**config.mk**
```make
export PLATFORM = sky130hd
export DESIGN_NAME = traffic_phase_ctrl
export DESIGN_NICKNAME = d
export VERILOG_FILES = /design/src/rtl/traffic_phase_ctrl.sv
export SDC_FILE = /design/constraint.sdc
export NUM_CORES = 1
export LEC_CHECK = 0
export BUFFER_PORTS_ARGS = -buffer_cell sky130_fd_sc_hd__buf_4
export CORE_AREA = 5 5 55 57
export CTS_CLUSTER_DIAMETER = 40
export DETAILED_ROUTE_END_ITERATION = 10
export DIE_AREA = 0 0 60 62
export HOLD_SLACK_MARGIN = 0.08
export PLACE_DENSITY = 0.73
export SETUP_SLACK_MARGIN = 0.05
export SKIP_LAST_GASP = 1
export SYNTH_ARGS = -nofsm -noshare
export SYNTH_HDL_FRONTEND = slang
export SYNTH_SLANG_ARGS = --single-unit
```
**constraint.sdc**
```tcl
create_clock -name clk -period 5.2 [get_ports clk]
set_clock_uncertainty 0.05 [all_clocks]
set_input_delay 0.52 -clock clk [delete_from_list [all_inputs] [get_ports clk]]
set_output_delay 0.52 -clock clk [all_outputs]
set_load 0.02 [all_outputs]
```
**src/rtl/traffic_phase_ctrl.sv**
```systemverilog
// traffic_phase_ctrl: main/side road intersection with pedestrian crossing.
// Phases advance on the 1 Hz tick enable. Requests are held in pending latches
// until served. All light outputs and the phase-change irq are registered.
// Optional macro NIGHT_FLASH_EN adds a night_mode input and the flashing
// phase FL (main yellow / side red blinking). Without it, FL is unreachable.
module traffic_phase_ctrl #(
    parameter int GREEN_TICKS  = 10,
    parameter int YELLOW_TICKS = 3,
    parameter int ALLRED_TICKS = 2,
    parameter int WALK_TICKS   = 8,
    parameter int CNT_W        = 8
) (
    input  logic       clk,
    input  logic       rst_n,
    input  logic       tick,
    input  logic       ped_req,
    input  logic       side_req,
`ifdef NIGHT_FLASH_EN
    input  logic       night_mode,
`endif
    output logic [2:0] main_light,
    output logic [2:0] side_light,
    output logic       walk,
    output logic [2:0] phase,
    output logic       irq
);

    typedef enum logic [2:0] {
        MG  = 3'd0,
        MY  = 3'd1,
        AR1 = 3'd2,
        SG  = 3'd3,
        SY  = 3'd4,
        AR2 = 3'd5,
        WK  = 3'd6,
        FL  = 3'd7
    } state_t;

    // Last counter value of each phase; the phase exits on the tick seen here.
    localparam logic [CNT_W-1:0] GREEN_LAST  = CNT_W'(GREEN_TICKS - 1);
    localparam logic [CNT_W-1:0] YELLOW_LAST = CNT_W'(YELLOW_TICKS - 1);
    localparam logic [CNT_W-1:0] ALLRED_LAST = CNT_W'(ALLRED_TICKS - 1);
    localparam logic [CNT_W-1:0] WALK_LAST   = CNT_W'(WALK_TICKS - 1);

    state_t           state, state_nxt;
    logic [CNT_W-1:0] cnt, cnt_nxt;
    logic             ped_pend, side_pend;
    logic             flash, flash_nxt;
    logic [2:0]       main_nxt, side_nxt;
    logic             walk_nxt;
    logic             changing;

    assign changing = (state_nxt != state);
    assign phase    = state;

    // Next-phase selection; every transition is qualified by tick.
    always_comb begin
        // NOTE: default assigned first so no path through the case leaves
        // state_nxt unassigned, which would otherwise infer a latch.
        state_nxt = state;
        if (tick) begin
            case (state)
                MG: begin
`ifdef NIGHT_FLASH_EN
                    if (night_mode)
                        state_nxt = FL;
                    else
`endif
                    if (cnt == GREEN_LAST && (ped_pend || side_pend))
                        state_nxt = MY;
                end
                MY:  if (cnt == YELLOW_LAST) state_nxt = AR1;
                AR1: if (cnt == ALLRED_LAST) state_nxt = ped_pend ? WK : SG;
                SG:  if (cnt == GREEN_LAST)  state_nxt = SY;
                SY:  if (cnt == YELLOW_LAST) state_nxt = AR2;
                AR2: if (cnt == ALLRED_LAST) state_nxt = MG;
                WK:  if (cnt == WALK_LAST)   state_nxt = AR2;
                FL: begin
`ifdef NIGHT_FLASH_EN
                    if (!night_mode) state_nxt = AR2;
`else
                    state_nxt = MG;
`endif
                end
            endcase
        end
    end

    // Phase counter and flash phase: clear on change, advance on tick.
    always_comb begin
        cnt_nxt   = cnt;
        flash_nxt = flash;
        if (changing)
            cnt_nxt = '0;
        else if (tick && state != FL && !(state == MG && cnt == GREEN_LAST))
            cnt_nxt = cnt + CNT_W'(1);
        if (changing && state_nxt == FL)
            flash_nxt = 1'b1;
        else if (state == FL && tick)
            flash_nxt = ~flash;
    end

    // Light decode of the upcoming phase so outputs land with the new phase.
    always_comb begin
        main_nxt = 3'b100;
        side_nxt = 3'b100;
        walk_nxt = 1'b0;
        case (state_nxt)
            MG: main_nxt = 3'b001;
            MY: main_nxt = 3'b010;
            SG: side_nxt = 3'b001;
            SY: side_nxt = 3'b010;
            WK: walk_nxt = 1'b1;
            FL: begin
                main_nxt = flash_nxt ? 3'b010 : 3'b000;
                side_nxt = flash_nxt ? 3'b100 : 3'b000;
            end
            default: ;
        endcase
    end

    // Phase register.
    always_ff @(posedge clk or negedge rst_n) begin
        // NOTE: non-blocking assignments in every clocked block so all
        // registers sample the pre-edge values regardless of block order.
        if (!rst_n) state <= MG;
        else        state <= state_nxt;
    end

    // Counter, flash bit and pending request latches (set wins over clear).
    always_ff @(posedge clk or negedge rst_n) begin
        if (!rst_n) begin
            cnt       <= '0;
            flash     <= 1'b0;
            ped_pend  <= 1'b0;
            side_pend <= 1'b0;
        end else begin
            cnt       <= cnt_nxt;
            flash     <= flash_nxt;
            ped_pend  <= ped_req  | (ped_pend  & ~(changing && state_nxt == WK));
            side_pend <= side_req | (side_pend & ~(changing && state_nxt == SG));
        end
    end

    // Registered lamp outputs and one-cycle phase-change pulse.
    always_ff @(posedge clk or negedge rst_n) begin
        if (!rst_n) begin
            main_light <= 3'b001;
            side_light <= 3'b100;
            walk       <= 1'b0;
            irq        <= 1'b0;
        end else begin
            main_light <= main_nxt;
            side_light <= side_nxt;
            walk       <= walk_nxt;
            irq        <= changing;
        end
    end

endmodule

```
==> summary.md <==
| Metric | Value |
|---|---|
| Post-CTS sizing | `0` |
| CTS tree | `done` |
| Critical path fanouts, max | `10` |
| Setup Viol. Count Final | `0` |
| Maximum number of pins on one net before global-route repair | `23` |
| GR Overflow Total | `0` |
| TritonCTS Buffers | `3` |
| H-tree levels | `1` |
| Post-synth ARST share | `100%` |
| Root buffer cell | `clkbuf_4` |
| Pwr/cell area | `490 nW/um2` |
| Sequential area share after synthesis | `42.9%` |
| Unrepaired setup endpoints after global routing | `no` |
| Sw frac | `41.1%` |
| Reg2Reg Launch Point | `cnt[0]` |
| Mapped cell area | `1290 um2` |
| Rel. slew slack | `46.4%` |
| Critical path, cell by cell | `inv_1 > ha_1 > or3b_2 > nor2_1 > mux2_2 > nor3b_1 > o211ai_2 > a41oi_1` |
| Worst setup SP type | `register` |
| Core area | `2430 um2` |
| Routability cong. | `0.849` |
| Cell count after synthesis | `136` |
| Share of layout cells above drive strength 1 | `20.1%` |
| Status | `completed` |
| Most frequent cells in the layout | `20 x dfrtp_1, 19 x nor2_1, 15 x buf_4` |
| Slowest Stage Delay on Critical Path | `470 ps` |
| Final WL | `2700 um` |
| Clock Power Share | `18.0%` |
| GRT Total Usage | `16.6%` |
| Crit-path slowest cell | `or3b_2` |
| Post-route ant nets | `0` |
| Fin. Hold Viols | `0` |
| Post-synthesis register bit count | `22` |
| Clock tree buffer depth | `2` |
| Hold Path Class | `input port to register` |
| Starting density of the core | `53.0%` |
| Area growth, synth to finish | `14.3%` |
| Vias in the first global route | `1008` |
| Commonest register cell after synthesis | `dfrtp_1` |
| Setup Fix Bufs, Post-CTS | `0` |
| Slew Viols, Final | `0` |
| CP Launch Point | `cnt[0]` |
| CP Capture Point | `side_pend` |
| VDD IR-drop max | `0.304 mV` |
| Diode count | `0` |
| Synthesized area per cell | `9.48 um2` |
| Worst-skew pair later-pin latency | `310 ps` |
| Clock sinks | `22` |
| Clk slew on worst S/H paths | `130 ps` |
| Pre-antenna DRT Iters | `4` |
| First-pass GRT wire length | `4690 um` |
| Period utilization | `47.5%` |
| Average routed wire per standard cell | `15.1 um` |
| Flop pwr share | `40.8%` |
| # DRC | `0` |
| Reg-to-reg endpoint | `side_pend` |
| CP endpoint kind | `register` |
| Initial antenna violation count | `0` |
| Power share of the combinational group | `41.2%` |
| Die H | `62 um` |
| Io pins | `16` |
| Rows | `18` |
| Switch Pwr | `297 uW` |
| Vias per inst | `5.95` |
| Post-synthesis cell type count | `44` |
| Synth Warn # | `0` |
| Setup_tns | `0 ps` |
| Die width | `60 um` |
| Worst slew pin tran | `798 ps` |
| Commonest non-fill, non-tap cell in the layout | `dfrtp_1` |
| Initial DRC Count | `67` |
| Setup CP Type | `register to register` |
| Post-route minimum period | `2470 ps` |
| R2R setup slack | `2730 ps` |
| R2r worst-path depth | `8` |
| Post-Syn Nets | `144` |
| Port Buf Inserts | `15` |
| DR vias | `1065` |
| Detailed Place HPWL | `1980 um` |
| EDFF count, synth | `0` |
| Nets | `158` |
| Static Leak | `0.000663 uW` |
| Max-cap viol count | `0` |
| CP required | `5370 ps` |
| FMAX | `0.405 GHz` |
| Internal power | `425 uW` |
| Worst EP arrival | `2650 ps` |
| Die ar. | `3720 um2` |
| Tot Pwr | `722 uW` |
flip-flops by register name, indices dropped and copies added, names as in the netlist:
name	cells
phase	3
ped_pend	1
cnt	8
side_pend	1
main_light	3
side_light	3
walk	1
irq	1
flash	1
cell families after synthesis:
| logic type | after synthesis | synth area share [%] |
|---|---|---|
| AOI/OAI and AO/OA | 25 | 16.2 |
| and+or+nand+nor | 59 | 25.7 |
| buffers and inverters | 17 | 5.15 |
| xor gates and xnor gates | 8 | 5.44 |
| muxes | 2 | 1.65 |
| DFF | 22 | 42.9 |
| adders and majority gates | 3 | 2.91 |
worst min-delay path by stage:
stage / from / end / slack [ps] / depth (start not counted)
detailed placement: rst_n / cnt[2] / 370 / 1
global placement: rst_n / cnt[4] / 360 / 1
floorplan: rst_n / cnt[0] / 170 / 0
finish: ped_req / ped_pend / 330 / 2
CTS: ped_req / ped_pend / 320 / 2
global route: ped_req / ped_pend / 310 / 2
synth_stat cells, drive strengths merged, types with 2 or more instances:
master / n / share of area [%]
nand4: 7 / 3.4
buf: 2 / 0.78
nand3b: 2 / 1.2
a32oi: 2 / 1.4
nand2: 6 / 1.7
o41ai: 2 / 1.4
and3: 6 / 3.0
dfstp: 2 / 4.1
nor3: 4 / 1.6
nand2b: 3 / 1.5
o21ai: 2 / 0.78
a21oi: 3 / 1.2
a211oi: 3 / 1.7
ha: 3 / 2.9
nor2: 19 / 5.5
inv: 10 / 2.9
clkbuf: 5 / 1.5
xor2: 5 / 3.4
nor2b: 2 / 0.97
dfrtp: 20 / 39
xnor2: 3 / 2.0
nor4: 4 / 3.1
a21boi: 2 / 1.2
o211ai: 3 / 2.5
routing by layer:
layer,vias up,GRT usage (%),share of wire [%]
li1,520,-,-
met2,26,25.0,46
met4,0,5.38,0.70
met1,517,24.4,49
met3,2,2.69,4.6
met5,-,0,0
metrics by stage:
stage / utilization, % / instance area [um2] / hold WS, ps / setup slack (ps) / std cells
after floorplan: - / 1290 / 174 / 2960 / 136
after global placement: 58.0 / 1410 / 364 / 2760 / 174
after detailed placement: 58.0 / 1410 / 374 / 2730 / 174
after CTS: 60.5 / 1470 / 318 / 2700 / 179
after global routing: 60.5 / 1470 / 311 / 2490 / 179
final: 60.5 / 1470 / 326 / 2730 / 179
power by group through the flow:
stage | Combinational [uW] | Clock, uW | Sequential (uW)
floorplan | 219 | 0 | 286
global placement | 291 | 0 | 293
detailed placement | 297 | 0 | 297
CTS | 299 | 133 | 293
global route | 332 | 140 | 305
finish | 297 | 130 | 295
what timing repair did:
item / in CTS / in global routing
setup endpoints to repair: 0 / 0
hold endpoints to repair: 20 / 0
hold buffers: 1 / 0
cell type report:
type | count | area, um2
Tap cell | 30 | 37.5
Inverter | 10 | 37.5
Clock inverter | 1 | 30.0
Sequential cell | 22 | 553
Multi-Input combinational cell | 97 | 669
Clock buffer | 3 | 22.5
Timing Repair Buffer | 16 | 123
Fill cell | 217 | 960
critical path, delay by kind of cell, from the launching register on:
| kind | cells | cell delay, ps |
|---|---|---|
| and+or+nand+nor | 3 | 840 |
| adders and majority gates | 1 | 130 |
| AOI/OAI and AO/OA | 2 | 500 |
| muxes | 1 | 350 |
| buffers and inverters | 1 | 80 |
| DFF | 1 | 450 |
Power figures use the tool's default switching activity.
